===== src/rtl/issue_bru_fifo_if.sv =====
// Shared types and the handshake interface between issue, the issue->BRU
// queue and execute_bru.
//
// issue_bru_fifo_pkg : issue_execute_pack_t and branch op encodings.
// issue_bru_fifo_if  : push/pop/flush handshake plus queue status.
//   master modport : issue / execute_bru / commit side (drives push, pop,
//                    flush and data_in).
//   slave modport  : the queue itself (drives full, data_out,
//                    data_out_valid and count).

package issue_bru_fifo_pkg;

    typedef enum logic [4:0] {
        OP_JAL  = 5'd0,
        OP_JALR = 5'd1,
        OP_BEQ  = 5'd2,
        OP_BNE  = 5'd3,
        OP_BLT  = 5'd4,
        OP_BGE  = 5'd5,
        OP_BLTU = 5'd6,
        OP_BGEU = 5'd7
    } bru_op_t;

    typedef struct packed {
        logic [31:0] pc;
        logic [31:0] imm;
        bru_op_t     op;
        logic [5:0]  checkpoint_id;
        logic [4:0]  rd;
    } issue_execute_pack_t;

endpackage

interface issue_bru_fifo_if #(
    parameter int DEPTH = 4
);
    import issue_bru_fifo_pkg::*;

    localparam int DEPTH_WIDTH = $clog2(DEPTH);

    logic                   issue_bru_fifo_flush;
    issue_execute_pack_t    issue_bru_fifo_data_in;
    logic                   issue_bru_fifo_push;
    logic                   issue_bru_fifo_full;
    issue_execute_pack_t    issue_bru_fifo_data_out;
    logic                   issue_bru_fifo_data_out_valid;
    logic                   issue_bru_fifo_pop;
    logic [DEPTH_WIDTH:0]   issue_bru_fifo_count;

    modport master (
        output issue_bru_fifo_flush,
        output issue_bru_fifo_data_in,
        output issue_bru_fifo_push,
        output issue_bru_fifo_pop,
        input  issue_bru_fifo_full,
        input  issue_bru_fifo_data_out,
        input  issue_bru_fifo_data_out_valid,
        input  issue_bru_fifo_count
    );

    modport slave (
        input  issue_bru_fifo_flush,
        input  issue_bru_fifo_data_in,
        input  issue_bru_fifo_push,
        input  issue_bru_fifo_pop,
        output issue_bru_fifo_full,
        output issue_bru_fifo_data_out,
        output issue_bru_fifo_data_out_valid,
        output issue_bru_fifo_count
    );

endinterface


===== src/rtl/issue_bru_fifo.sv =====
// Show-ahead queue between the issue stage and execute_bru.
//
// Ports:
//   clk  : clock
//   rst  : synchronous active-high reset (pointers only, storage kept)
//   bus  : issue_bru_fifo_if slave modport
//          push/data_in from issue, pop from execute_bru, flush from commit;
//          full, data_out (head), data_out_valid and count back.
//
// All outputs are decoded from the registered pointers and storage only,
// so there is no combinational path from any input to any output.
// Parameters ASSERT_NO_PUSH_FULL / ASSERT_NO_POP_EMPTY enable the
// simulation-only protocol checks.

module issue_bru_fifo #(
    parameter int DEPTH               = 4,
    parameter bit ASSERT_NO_PUSH_FULL = 1'b1,
    parameter bit ASSERT_NO_POP_EMPTY = 1'b1
) (
    input  logic            clk,
    input  logic            rst,
    issue_bru_fifo_if.slave bus
);
    import issue_bru_fifo_pkg::*;

    localparam int DEPTH_WIDTH = $clog2(DEPTH);

    issue_execute_pack_t    mem_reg [DEPTH];
    logic [DEPTH_WIDTH:0]   rptr_reg;
    logic [DEPTH_WIDTH:0]   wptr_reg;

    logic empty;
    logic full;
    logic push_ok;
    logic pop_ok;

    assign empty = (rptr_reg == wptr_reg);
    // Same index but opposite wrap bit: writer is exactly one lap ahead.
    assign full  = (rptr_reg[DEPTH_WIDTH-1:0] == wptr_reg[DEPTH_WIDTH-1:0]) &&
                   (rptr_reg[DEPTH_WIDTH] != wptr_reg[DEPTH_WIDTH]);

    // Flush kills both sides; full/empty are judged on current state only,
    // so a pop does not make room for a same-cycle push.
    assign push_ok = bus.issue_bru_fifo_push && !full  && !bus.issue_bru_fifo_flush;
    assign pop_ok  = bus.issue_bru_fifo_pop  && !empty && !bus.issue_bru_fifo_flush;

    always_ff @(posedge clk) begin
        if (rst || bus.issue_bru_fifo_flush) begin
            rptr_reg <= '0;
            wptr_reg <= '0;
        end else begin
            if (push_ok) begin
                wptr_reg <= wptr_reg + 1'b1;
            end
            if (pop_ok) begin
                rptr_reg <= rptr_reg + 1'b1;
            end
        end
    end

    // Storage has no reset; stale contents are masked by the empty check.
    // A write during rst is harmless because the pointers return to 0.
    always_ff @(posedge clk) begin
        if (push_ok) begin
            mem_reg[wptr_reg[DEPTH_WIDTH-1:0]] <= bus.issue_bru_fifo_data_in;
        end
    end

    assign bus.issue_bru_fifo_full           = full;
    assign bus.issue_bru_fifo_data_out_valid = !empty;
    assign bus.issue_bru_fifo_data_out       = empty ? '0 : mem_reg[rptr_reg[DEPTH_WIDTH-1:0]];
    // Modulo subtraction on the wrap-extended pointers gives 0..DEPTH.
    assign bus.issue_bru_fifo_count          = wptr_reg - rptr_reg;

    always_ff @(posedge clk) begin
        if (!rst && !bus.issue_bru_fifo_flush) begin
            if (ASSERT_NO_PUSH_FULL) begin
                assert (!(bus.issue_bru_fifo_push && full));
            end
            if (ASSERT_NO_POP_EMPTY) begin
                assert (!(bus.issue_bru_fifo_pop && empty));
            end
        end
    end

endmodule

===== src/flat_wrapper.sv =====
// flat-port wrapper written by rule: the top's interface ports become plain ports
module issue_bru_fifo_flat import issue_bru_fifo_pkg::*;
#(
    parameter int DEPTH               = 4,
    parameter bit ASSERT_NO_PUSH_FULL = 1'b1,
    parameter bit ASSERT_NO_POP_EMPTY = 1'b1
)
  (clk, rst, bus_issue_bru_fifo_flush, bus_issue_bru_fifo_data_in, bus_issue_bru_fifo_push, bus_issue_bru_fifo_pop, bus_issue_bru_fifo_full, bus_issue_bru_fifo_data_out, bus_issue_bru_fifo_data_out_valid, bus_issue_bru_fifo_count);
  issue_bru_fifo_if #(.DEPTH(DEPTH)) bus_i ();
  input  logic clk;
  input  logic rst;
  input wire logic [$bits(bus_i.issue_bru_fifo_flush)-1:0] bus_issue_bru_fifo_flush;
  input wire logic [$bits(bus_i.issue_bru_fifo_data_in)-1:0] bus_issue_bru_fifo_data_in;
  input wire logic [$bits(bus_i.issue_bru_fifo_push)-1:0] bus_issue_bru_fifo_push;
  input wire logic [$bits(bus_i.issue_bru_fifo_pop)-1:0] bus_issue_bru_fifo_pop;
  output wire logic [$bits(bus_i.issue_bru_fifo_full)-1:0] bus_issue_bru_fifo_full;
  output wire logic [$bits(bus_i.issue_bru_fifo_data_out)-1:0] bus_issue_bru_fifo_data_out;
  output wire logic [$bits(bus_i.issue_bru_fifo_data_out_valid)-1:0] bus_issue_bru_fifo_data_out_valid;
  output wire logic [$bits(bus_i.issue_bru_fifo_count)-1:0] bus_issue_bru_fifo_count;
  assign bus_i.issue_bru_fifo_flush = bus_issue_bru_fifo_flush;
  assign bus_i.issue_bru_fifo_data_in = bus_issue_bru_fifo_data_in;
  assign bus_i.issue_bru_fifo_push = bus_issue_bru_fifo_push;
  assign bus_i.issue_bru_fifo_pop = bus_issue_bru_fifo_pop;
  assign bus_issue_bru_fifo_full = bus_i.issue_bru_fifo_full;
  assign bus_issue_bru_fifo_data_out = bus_i.issue_bru_fifo_data_out;
  assign bus_issue_bru_fifo_data_out_valid = bus_i.issue_bru_fifo_data_out_valid;
  assign bus_issue_bru_fifo_count = bus_i.issue_bru_fifo_count;
  issue_bru_fifo #(.DEPTH(DEPTH), .ASSERT_NO_PUSH_FULL(ASSERT_NO_PUSH_FULL), .ASSERT_NO_POP_EMPTY(ASSERT_NO_POP_EMPTY)) u_core (.clk(clk), .rst(rst), .bus(bus_i));
endmodule

===== config.mk =====
export PLATFORM = sky130hd
export DESIGN_NAME = issue_bru_fifo_flat
export DESIGN_NICKNAME = d
export VERILOG_FILES = /design/src/rtl/issue_bru_fifo_if.sv /design/src/rtl/issue_bru_fifo.sv /design/src/flat_wrapper.sv
export SDC_FILE = /design/constraint.sdc
export NUM_CORES = 1
export LEC_CHECK = 0
export BUFFER_PORTS_ARGS = -buffer_cell sky130_fd_sc_hd__buf_2
export CELL_PAD_IN_SITES_DETAIL_PLACEMENT = 0
export CELL_PAD_IN_SITES_GLOBAL_PLACEMENT = 2
export CORE_MARGIN = 1.5
export CORE_UTILIZATION = 40
export DETAILED_ROUTE_END_ITERATION = 8
export PLACE_DENSITY = 0.85
export SYNTH_ARGS = -nofsm -noshare
export SYNTH_HDL_FRONTEND = slang
export SYNTH_SLANG_ARGS = --single-unit

===== constraint.sdc =====
create_clock -name clk -period 7.49 [get_ports clk]
set_input_delay 0.749 -clock clk [delete_from_list [all_inputs] [get_ports clk]]
set_output_delay 0.749 -clock clk [all_outputs]
set_load 0.1 [all_outputs]

Word level (Yosys, flattened, before mapping). Memory sizes are Yosys's and may differ from the RTL's. A register that Yosys moved wholly into a read port is not among the register bits. Index checks and enable logic that the tools add are counted. Widths: inputs -> output; s select.

Memory bits (writable): 320. Register bits: 6. Output and inout bits: 85. Input port bits: 85. Word-level logic and storage cells: 23. Memories: 1.

Memories: u_core.mem_reg (words 4, width 80, read ports 1, clocked after memory_dff 1, write ports 1, RTL line issue_bru_fifo.sv:28) `issue_execute_pack_t mem_reg [DEPTH];`.

Eq/ne operators: 3. Reduce and logical (&&, ||, !) cells: 9. Multiplexer cells: 5. $add $sub $neg: 3.

Operators by type and width (count): $mux 80 (1); $add 3x1->3 const B (2); $logic_and 1x1->1 (5); $mux 2 (2); $eq 3x3->1 (1); $logic_not 1->1 (3); $sub 3x3->3 (1); $eq 2x2->1 (1); $mux 1 (2); $logic_or 1x1->1 (1); $ne 1x1->1 (1).

Depth between registers and ports, before layout. Gate-level depths: netlist of the first run.

Depth in word-level cells: 7. Gate-level depth with buffers: 6. Gate-level depth less buffers: 5.

Worst setup path after synthesis of the first run. OpenSTA, ideal clock, no wires.

Path kind: flip-flop to flip-flop. Start: reg u_core.wptr_reg[0]. End: reg u_core.wptr_reg[2]. Required time: 7.103 ns. Buffers on the path: 0. Period minus slack after synthesis: 7.677 ns. Slack: -0.187 ns. Stages on the path, launching flop included: 6. Arrival: 7.289 ns. Path through: dfxtp_1 > inv_1 > ha_1 > and2_1 > a211oi_1 > mux2i_1.

Longest elaborated chain between the ends: 5.

RTL lines: start, declared (RTL line issue_bru_fifo.sv:30) `logic [DEPTH_WIDTH:0] wptr_reg;`; start signal, assigned (RTL line issue_bru_fifo.sv:53) `wptr_reg <= wptr_reg + 1'b1;`; $eq 2x2->1 (RTL line issue_bru_fifo.sv:39) `assign full = (rptr_reg[DEPTH_WIDTH-1:0] == wptr_reg[DEPTH_WIDTH-1:0]) &&`; $logic_and 1x1->1 (RTL line issue_bru_fifo.sv:39); $logic_not 1->1 (RTL line issue_bru_fifo.sv:44) `assign push_ok = bus.issue_bru_fifo_push && !full && !bus.issue_bru_fifo_flush;`; $logic_and 1x1->1 (2 in series) (RTL line issue_bru_fifo.sv:44).

Several ways; a longest one is shown, not always the timed one. A chain may end at the register's enable or synchronous reset.

==> impl_results.md, run 1 <==
- Status: complete, no violations
- Post-cts sizing count: 0
- Num Clock Sinks: 328
- Combinational fraction of design power: 6.3%
- Post-Synthesis Cell Area: 12600 sq um
- FF-to-FF path depth: 6
- # port buffers: 169
- Startpoint kind of the worst setup timing path: flip-flop
- Maximum fanout count along the critical path: 41
- Beginning of the worst register-to-register path: u_core.wptr_reg[0]
- Total number of H-tree levels: 2
- Share of the synthesized area in the top cell type: 76.0%
- Vias per cell: 5.04
- Root buf cell: clkbuf_16
- Post-Place Setup Slack: 3.71 ns
- Yosys warns: 0
- Kind of end point of the critical path: output port
- Biggest area consumer among synthesized cells: edfxtp_1
- Arrival time of the worst setup path: 3.39 ns
- Number of placement rows: 64
- Hold Path Sink: u_core.mem_reg[3][60]
- Number of iterations in the first detailed-routing pass: 4
- Switch Pwr: 849 uW
- Initial detailed-routing violation count: 427
- Placed cell areas: 13900 sq um
- Final hold violations: 0
- Power per standard cell area: 258 nW/um^2
- Core area: 30800 sq um
- Via count of the first global-routing pass: 6495
- Switching share of total power: 22.0%
- Die width: 181 microns
- Area delta synth->final: 18.2%
- Type of the worst setup path: flip-flop to output port
- Antenna violations before repair: 2
- Final Cycle Share: 55.2%
- Internal power consumption: 3010 uW
- Kind of cell with the highest combined delay on the critical path: buffers and inverters
- Proportion of power drawn by flip-flops and latches: 53.1%
- Initial core utilization: 41.0%
- Dominant cells by area after synthesis: edfxtp_1 76%, mux4_2 14%, nor2b_1 4.0%
- Largest net degree at the start of global routing: 70
- Area of all placed cells without fillers: 14900 sq um
- Upper clock frequency limit: 0.242 GHz
- Dpl hpwl: 13.8 mm
- Worst path max stage delay: 0.92 ns
- Number of buffers created by CTS: 36
- Static power due to leakage: 0.00505 uW
- Worst hold path depth: 1
- Y dimension of the die: 181 microns
- Fin nets: 848
- Net count after synthesis: 660
- Max transition margin: 41.3%
- DRT Wirelength: 24.0 mm
- Final setup violating endpoints: 0
- Total Die Area: 32700 sq um
- Fin. max-slew vios: 0
- Clock insertion delay at the later pin of the skew report: 0.50 ns
- Register clock-pin slew on the reported worst setup and hold paths: 0.06 ns
- Worst Hold Class: input pin to flip-flop
- Worst path setup slack after routing: 3.36 ns
- Fill cell instance count of the final layout: 2567
- Register bit count reported by yosys: 328
- Post-CTS Repair Setup Buffers: 0
- Hold path start: bus_issue_bru_fifo_data_in[60]
- IR drop worst, VDD: 0.123 mV
- Remaining antenna violation count after routing: 0
- Seq/Total Area, Yosys: 77.3%
- Overflow after GRT: 0
- Slowest stage cell on the critical path: dfxtp_4
- Post-synthesis instance total: 567
- Synth cell types: 27
- Final critical path time including I/O delays and setup: 4.13 ns
- Cts-stage hold buffer count: 0
- R2r endpoint: u_core.mem_reg[0][36]
- Number of ports placed on the die boundary: 170
- TritonCTS clock tree: built
- Routed len/inst: 20.3 microns
- First-pass GRT wire length: 36.9 mm
- Max-cap violations: 0
- GP Congestion: 0.711
- Maximum buffer depth of the clock tree: 3
- Fraction of final layout cells sized beyond drive strength 1: 39.9%
- Transition time at the pin with the least slew margin: 0.881 ns
- Critical path buffers and inverters: 2
- Fin Setup TNS: 0 ns
- Number of flip-flops under the largest register name: 320
- Global routing usage summed across all routing layers: 15.0%
- Critical Path RT: 6.74 ns
- R2R Setup Slk: 4.23 ns
- Cell-by-cell listing of the critical path: buf_4 -> mux4_2 -> nor2b_1 -> buf_2
- Avg Inst Size Synth: 22.3 sq um
- Worst clock skew on the final layout: 0.0101 ns
- Clk pwr share: 40.6%
- Residual DRC: 0
- Vias: 5944
- Unrepaired setup endpoints after global routing: false
[placed cells by master (no fill, tap or decap), types with 6 or more instances in the layout]
cell type / count
mux4_2: 80
nand2_1: 9
clkbuf_16: 37
nor2b_1: 80
dfxtp_1: 6
ha_1: 7
inv_1: 9
buf_4: 8
buf_2: 169
clkbuf_1: 9
clkinv_2: 6
mux2i_1: 6
edfxtp_1: 320
clkinv_1: 10
[through the flow]
stage	utilization (%)	instances	hold slack, ns	total power (uW)
final	48.4	1179	0.457	3860
after global routing	48.4	1178	0.441	3990
after CTS	48.4	1178	0.432	3900
after detailed placement	45.0	1113	0.513	2340
after global placement	45.0	1113	0.498	2330
after floorplan	-	567	0.469	2260
[how the worst max path moves through the flow]
stage	from	to	slack (ns)	cells after the start
floorplan	u_core.wptr_reg[0]	u_core.mem_reg[3][0]	2.68	4
global placement	flip-flop	bus_issue_bru_fifo_data_out[24]	3.74	4
detailed placement	flip-flop	bus_issue_bru_fifo_data_out[29]	3.71	4
CTS	flip-flop	bus_issue_bru_fifo_data_out[24]	3.17	4
global route	flip-flop	bus_issue_bru_fifo_data_out[23]	3.01	4
finish	flip-flop	bus_issue_bru_fifo_data_out[24]	3.36	4
[Yosys cell counts]
library cell,number
a211oi_1,1
a21oi_1,1
a21oi_2,1
and2_1,4
buf_1,1
buf_2,16
buf_6,9
clkbuf_1,1
dfxtp_1,8
edfxtp_1,320
fa_1,1
ha_1,7
inv_1,9
mux2i_1,6
mux4_2,80
nand2_1,9
nand2b_1,1
nand4_1,1
nand4b_1,1
nor2_1,2
nor2_2,1
nor2b_1,80
o211ai_1,1
o211ai_2,1
or3_1,2
xnor2_1,2
xor2_1,1
[logic make-up (layout without fill, tap and decap cells)]
kind of cell / count (synthesis) / after routing / share of synthesized area, %
flops: 328 / 328 / 77.3
simple gates: 101 / 101 / 4.80
mux: 86 / 86 / 14.7
buf+inv: 36 / 251 / 1.76
fa+ha+maj: 8 / 8 / 0.852
compound gates: 5 / 5 / 0.327
xor+xnor: 3 / 3 / 0.208
other cells: 0 / 1 / 0
[worst register-to-register path: cells and delay by family (launching register included)]
family	cells	cell delay, ns
AOI/OAI and AO/OA	1	0.44
adders and majority gates	1	0.35
buffers and inverters	2	0.84
DFF	1	0.38
and+or+nand+nor	2	0.86
[metal layers]
layer	part of all wire (%)	vias up	track usage (%)	wire length, microns
li1	-	2669	-	-
met1	43	3071	19.7	10300
met2	50	165	25.3	11900
met3	5.5	37	3.43	1330
met4	1.7	2	3.60	403
met5	0.050	-	0	12
[power by group through the flow]
stage | Clock [uW] | Sequential [uW] | Combinational, uW
final | 1570 | 2050 | 244
after global routing | 1680 | 2050 | 258
after CTS | 1610 | 2050 | 248
after detailed placement | 0 | 2090 | 248
after global placement | 0 | 2090 | 244
after floorplan | 0 | 2090 | 177
[final cells by class]
type / count / area (sq um) / area share (%)
Antenna cell: 1 / 2.50 / 0.0168
Clock buffer: 46 / 960 / 6.42
Tap cell: 396 / 495 / 3.32
Inverter: 9 / 33.8 / 0.226
Sequential cell: 328 / 9780 / 65.5
Timing Repair Buffer: 177 / 906 / 6.06
Clock inverter: 19 / 93.8 / 0.628
Multi-Input combinational cell: 203 / 2670 / 17.9
No activity file was read; power rests on OpenSTA's default activity.
==> run 2: changes to the inputs <==
==> constraint.sdc (replaced) <==
create_clock -name clk -period 3.45 [get_ports clk]
set_input_delay 0.345 -clock clk [delete_from_list [all_inputs] [get_ports clk]]
set_output_delay 0.345 -clock clk [all_outputs]
set_load 0.1 [all_outputs]
==> run 2 against run 1 <==
Clock skew rose by 0.0037 ns. Flip-flop and latch count did not move. Routed wire length rose by 1.3%. Critical path depth did not move. First-iteration DRC count rose by 7.0%. Non-clock buffer count rose by 9. Sequential power rose by 120%. Hold slack got worse by 0.40 ns. Sequential share of layout area fell by 0.94 points. Utilization rose by 0.72 points. Clock power rose by 110%. Clock-buffer cell count fell by 1. Critical path type unchanged. Critical endpoint is now bus_issue_bru_fifo_data_out[42].
==> impl_results.md, run 2 (synthesis gave the netlist of run 1 again) <==
- Post-cts sizing count: 0 (unchanged)
- Worst path max stage delay: 0.59 ns (-0.33 ns)
- Maximum fanout count along the critical path: 41 (unchanged)
- Overflow after GRT: 0 (unchanged)
- R2r endpoint: u_core.mem_reg[0][5]
- Upper clock frequency limit: 0.362 GHz
- Vias: 5956 (+0.20%)
- Arrival time of the worst setup path: 2.42 ns (-0.97 ns)
- Status: complete, no violations
- Maximum buffer depth of the clock tree: 3 (unchanged)
- Fin Setup TNS: 0 ns (unchanged)
- Routed len/inst: 20.4 microns (+0.53%)
- Kind of cell with the highest combined delay on the critical path: buffers and inverters
- Number of flip-flops under the largest register name: 320 (unchanged)
- Total Die Area: 32700 sq um (unchanged)
- Fill cell instance count of the final layout: 2489 (-3.0%)
- Final Cycle Share: 80.1%
- Slowest stage cell on the critical path: mux4_2
- GP Congestion: 0.774 (+8.9%)
- Antenna violations before repair: 9 (+7)
- Final critical path time including I/O delays and setup: 2.76 ns
- Largest net degree at the start of global routing: 83 (+19%)
- Core area: 30800 sq um (unchanged)
- DRT Wirelength: 24.3 mm (+1.3%)
- Initial detailed-routing violation count: 457 (+7.0%)
- IR drop worst, VDD: 0.355 mV (+190%)
- Fin nets: 855 (+0.83%)
- Critical Path RT: 3.11 ns (-3.63 ns)
- Via count of the first global-routing pass: 6520 (+0.38%)
- Post-CTS Repair Setup Buffers: 0 (unchanged)
- Type of the worst setup path: flip-flop to output port
- Y dimension of the die: 181 microns (unchanged)
- Number of iterations in the first detailed-routing pass: 4 (unchanged)
- Dpl hpwl: 15.4 mm (+12%)
- Residual DRC: 0 (unchanged)
- Number of buffers created by CTS: 34 (-5.6%)
- Beginning of the worst register-to-register path: u_core.wptr_reg[0]
- Critical path buffers and inverters: 2 (unchanged)
- Cell-by-cell listing of the critical path: buf_12 -> mux4_2 -> nor2b_1 -> buf_2
- Most frequent standard cell in the layout excluding fill and tap cells: edfxtp_1
- Register clock-pin slew on the reported worst setup and hold paths: 0.06 ns (about the same)
- Max-cap violations: 0 (unchanged)
- # port buffers: 169 (unchanged)
- Final hold violations: 0 (unchanged)
- Worst path depth: 4 (unchanged)
- Root buf cell: clkbuf_16
- Placed cell areas: 14100 sq um (+1.6%)
- Critical Path End: bus_issue_bru_fifo_data_out[42]
- Cts-stage hold buffer count: 0 (unchanged)
- Unrepaired setup endpoints after global routing: false
- First-pass GRT wire length: 37.8 mm (+2.2%)
- Initial core utilization: 41.0% (unchanged)
- Worst clock skew on the final layout: 0.0138 ns (+0.00374 ns)
- Remaining antenna violation count after routing: 0 (unchanged)
- Power per standard cell area: 552 nW/um^2 (+110%)
- Area delta synth->final: 20.0%
- Startpoint kind of the worst setup timing path: flip-flop
- Commonest non-fill, non-tap cells in the layout: 320 x edfxtp_1, 169 x buf_2, 80 x mux4_2, 80 x nor2b_1, 37 x clkbuf_16
- Final total power: 8360 uW (+120%)
- Kind of end point of the critical path: output port
- Fin. max-slew vios: 0 (unchanged)
- Area of all placed cells without fillers: 15200 sq um (+1.5%)
- Final setup violating endpoints: 0 (unchanged)
- Max transition margin: 42.5% (+1.3 points)
- FF-to-FF path depth: 6 (unchanged)
- TritonCTS clock tree: built
- R2R Setup Slk: 0.93 ns (-3.30 ns)
- Die width: 181 microns (unchanged)
- Number of placement rows: 64 (unchanged)
- Worst Hold Class: input pin to flip-flop
- Static power due to leakage: 0.00514 uW (+1.7%)
- Global routing usage summed across all routing layers: 15.2% (+0.29 points)
- Clock insertion delay at the later pin of the skew report: 0.50 ns (about the same)
- Total number of H-tree levels: 2 (unchanged)
- Vias per cell: 5.01 (-0.56%)
- Number of ports placed on the die boundary: 170 (unchanged)
- Transition time at the pin with the least slew margin: 0.859 ns (-0.0219 ns)
- Fraction of final layout cells sized beyond drive strength 1: 41.5% (+1.6 points)
- Num Clock Sinks: 328 (unchanged)
[run 2: metal layers]
| metal | track usage [%] | wire [microns] |
|---|---|---|
| met5 | 0 | 42 |
| met4 | 5.24 | 543 |
| met3 | 3.75 | 1420 |
| met2 | 25.4 | 12200 |
| met1 | 19.6 | 10100 |
[run 2: worst min path at each step]
| stage | startpoint | endpoint | slack (ns) | cells after the start |
|---|---|---|---|---|
| after floorplan | bus_issue_bru_fifo_data_in[0] | u_core.mem_reg[0][0] | 0.44 | 0 |
| after global placement | u_core.wptr_reg[0] | u_core.wptr_reg[0] | 0.50 | 2 |
| after detailed placement | u_core.wptr_reg[0] | u_core.wptr_reg[0] | 0.50 | 2 |
| after CTS | bus_issue_bru_fifo_data_in[70] | u_core.mem_reg[3][70] | 0.04 | 1 |
| after global routing | bus_issue_bru_fifo_data_in[65] | u_core.mem_reg[3][65] | 0.05 | 1 |
| final | bus_issue_bru_fifo_data_in[70] | u_core.mem_reg[3][70] | 0.06 | 1 |
[run 2: metrics by stage]
step           instances  hold WS, ns  utilization (%)  setup WS (ns)
2_1_floorplan        567        0.444                -         0.0120
3_3_place_gp        1122        0.503             45.7          0.994
3_5_place_dp        1122        0.499             45.7          0.918
4_1_cts             1184       0.0393             49.1          0.615
5_1_grt             1185       0.0504             49.1          0.528
6_report            1188       0.0564             49.2          0.687
[run 2: where the power goes]
part           total (uW)  switching [uW]  internal, uW
clock network        3370            1400          1970
registers            4450            14.0          4430
logic                 547             404           143
total                8360            1820          6550
[run 2: worst reg2reg max path, stage by stage (launching register included)]
cell	delay [ns]
dfxtp_2	0.36
inv_2	0.08
ha_4	0.25
and2_4	0.18
a21oi_1	0.43
and2_4	0.58
buf_4	0.33
[run 2: area by class of cell]
type	count	area [sq um]	area share [%]
tap	396	495	3.27
sequential	328	9780	64.5
inverter	9	33.8	0.223
multi-input combinational	203	2680	17.7
clock inverter	17	78.8	0.520
antenna	4	10.0	0.0660
timing repair buffer	186	1110	7.33
clock buffer	45	966	6.37
==> run 3: changes to the inputs <==
==> constraint.sdc (replaced) <==
create_clock -name clk -period 2.5 [get_ports clk]
set_input_delay 0.25 -clock clk [delete_from_list [all_inputs] [get_ports clk]]
set_output_delay 0.25 -clock clk [all_outputs]
set_load 0.1 [all_outputs]
==> run 3 against run 2 <==
Global-route usage rose by 0.14 points. Sequential share of layout area fell by 6.6 points. Clock skew rose by 0.011 ns. Clock-buffer cell count fell by 10. Largest cell class unchanged.
==> impl_results.md, run 3 (synthesis gave the netlist of run 1 again) <==
- Num Clock Sinks: 328 (unchanged)
- Final core area utilization: 54.8% (+5.6 points)
- Routed len/inst: 20.3 microns (-0.44%)
- Clock insertion delay at the later pin of the skew report: 0.51 ns (about the same)
- Final setup violating endpoints: 0 (unchanged)
- Initial detailed-routing violation count: 455 (-0.44%)
- Antenna violations before repair: 0 (-9)
- Arrival time of the worst setup path: 2.18 ns (-0.24 ns)
- Fin. max-slew vios: 0 (unchanged)
- Final hold violations: 0 (unchanged)
- Kind of end point of the critical path: output port
- Final Cycle Share: 97.1%
- Transition time at the pin with the least slew margin: 0.689 ns (-0.170 ns)
- Kind of cell with the highest combined delay on the critical path: buffers and inverters
- Hold slack: 0.0177 ns (-0.0387 ns)
- Number of flip-flops under the largest register name: 320 (unchanged)
- Y dimension of the die: 181 microns (unchanged)
- Maximum fanout count along the critical path: 12 (-71%)
- Number of placement rows: 64 (unchanged)
- Post-Place Setup Slack: 0.420 ns (-0.498 ns)
- Critical Path End: bus_issue_bru_fifo_data_out[17]
- Status: complete, no violations
- Type of the worst setup path: flip-flop to output port
- Root buf cell: clkbuf_16
- Slowest stage cell on the critical path: mux4_2
- Startpoint kind of the worst setup timing path: flip-flop
- Register clock-pin slew on the reported worst setup and hold paths: 0.05 ns (about the same)
- Fraction of final layout cells sized beyond drive strength 1: 48.2% (+6.7 points)
- FF-to-FF path depth: 7 (+1)
- CP most frequent cell: buf_4
- Total Die Area: 32700 sq um (unchanged)
- Core area: 30800 sq um (unchanged)
- Overflow after GRT: 0 (unchanged)
- Fin nets: 946 (+11%)
- Worst clock skew on the final layout: 0.0250 ns (+0.0112 ns)
- Beginning of the worst register-to-register path: u_core.rptr_reg[1]
- Residual DRC: 0 (unchanged)
- Critical Path RT: 2.25 ns (-0.86 ns)
- First-pass GRT wire length: 38.5 mm (+1.8%)
- Worst path setup slack after routing: 0.0714 ns (-0.615 ns)
- Upper clock frequency limit: 0.412 GHz
- Antenna diode count: 0 (-4)
- # port buffers: 169 (unchanged)
- R2r endpoint: u_core.mem_reg[0][42]
- Maximum buffer depth of the clock tree: 3 (unchanged)
- TritonCTS clock tree: built
- Final critical path time including I/O delays and setup: 2.43 ns
- Number of iterations in the first detailed-routing pass: 4 (unchanged)
- IR drop worst, VDD: 0.571 mV (+61%)
- Dpl hpwl: 14.6 mm (-5.2%)
- Commonest non-fill, non-tap cells in the layout: 320 x edfxtp_1, 100 x buf_2, 80 x mux4_2
- Initial core utilization: 41.0% (unchanged)
- R2R Setup Slk: 0.40 ns (-0.53 ns)
- Static power due to leakage: 0.00574 uW (+12%)
- Die width: 181 microns (unchanged)
- Most frequent standard cell in the layout excluding fill and tap cells: edfxtp_1
- Cell-by-cell listing of the critical path: buf_4 -> clkbuf_16 -> mux4_2 -> nor2b_2 -> buf_4
- Worst path depth: 5 (+1)
- Worst path max stage delay: 0.52 ns (-0.07 ns)
- GP Congestion: 0.741 (-4.3%)
- Vias: 6327 (+6.2%)
- Remaining antenna violation count after routing: 0 (unchanged)
- Vias per cell: 4.98 (-0.71%)
- Number of ports placed on the die boundary: 170 (unchanged)
- Max-cap violations: 0 (unchanged)
- Worst Hold Class: input pin to flip-flop
- Max transition margin: 53.9% (+11 points)
- Area delta synth->final: 33.7%
- Fin Setup TNS: 0 ns (unchanged)
- Power per standard cell area: 718 nW/um^2 (+30%)
- Unrepaired setup endpoints after global routing: true
- Via count of the first global-routing pass: 6851 (+5.1%)
- Total number of H-tree levels: 2 (unchanged)
- Number of buffers created by CTS: 34 (unchanged)
- Largest net degree at the start of global routing: 68 (-18%)
- Critical path buffers and inverters: 3 (+1)
- Global routing usage summed across all routing layers: 15.4% (+0.14 points)
- DRT Wirelength: 25.9 mm (+6.5%)
[run 3: changes by cell type in the layout (fill, tap and decap cells not counted), sizes merged]
cell         delta
clkinvlp        +3
inv             +2
diode           -4
dlygate4sd3    +79
buf             +7
clkbuf          -5
clkinv          -4
bufinv          +5
[run 3: final cells by class]
| class | count | area, sq um |
|---|---|---|
| multi-input cells | 203 | 2900 |
| inverters | 9 | 33.8 |
| clock inverters | 23 | 259 |
| fillers | 2378 | 13900 |
| flip-flops and latches | 328 | 9780 |
| well taps | 396 | 495 |
| clock buffers | 35 | 855 |
| repair buffers | 277 | 2570 |
[run 3: how the worst min path moves through the flow]
stage                                              start               endpoint  cells after the start
after global routing      bus_issue_bru_fifo_data_in[79]  u_core.mem_reg[2][79]                      1
after detailed placement  bus_issue_bru_fifo_data_in[19]  u_core.mem_reg[0][19]                      1
final                     bus_issue_bru_fifo_data_in[79]  u_core.mem_reg[3][79]                      1
after floorplan            bus_issue_bru_fifo_data_in[0]   u_core.mem_reg[0][0]                      0
after CTS                 bus_issue_bru_fifo_data_in[79]  u_core.mem_reg[3][79]                      1
after global placement    bus_issue_bru_fifo_data_in[19]  u_core.mem_reg[2][19]                      1
[run 3: report_power, final]
part,internal (uW),switching (uW)
combinational,365,616
sequential,6110,18.6
clock,3010,2000
total,9490,2630
[run 3: metal layers]
layer / vias to the layer above / share of wire [%] / global-route usage, %
met3: 36 / 4.9 / 2.84
met5: - / 0 / 0
met4: 0 / 1.5 / 3.66
li1: 2880 / - / -
met1: 3221 / 45 / 20.8
met2: 190 / 49 / 25.9
[run 3: worst reg2reg max path: stages (launching register included)]
cell,delay [ns]
dfxtp_2,0.37
inv_1,0.05
ha_1,0.28
and2_4,0.17
a21oi_1,0.16
buf_4,0.17
and2_4,0.26
buf_12,0.27
[run 3: repair_timing]
action,4_1_cts,5_1_grt
gates cloned,1,5
pin swaps,0,1
endpoints found under the setup margin,77,80
buffers inserted,0,5
hold endpoints to repair,316,0
hold buffers,79,0
resized for setup,72,64
[run 3: through the flow]
step	area (sq um)	total power [uW]	instances
final	16900	12100	1271
after CTS	16500	12200	1261
after global placement	14400	7030	1123
after detailed placement	14400	7050	1123
after floorplan	12900	6810	567
after global routing	16900	12500	1271
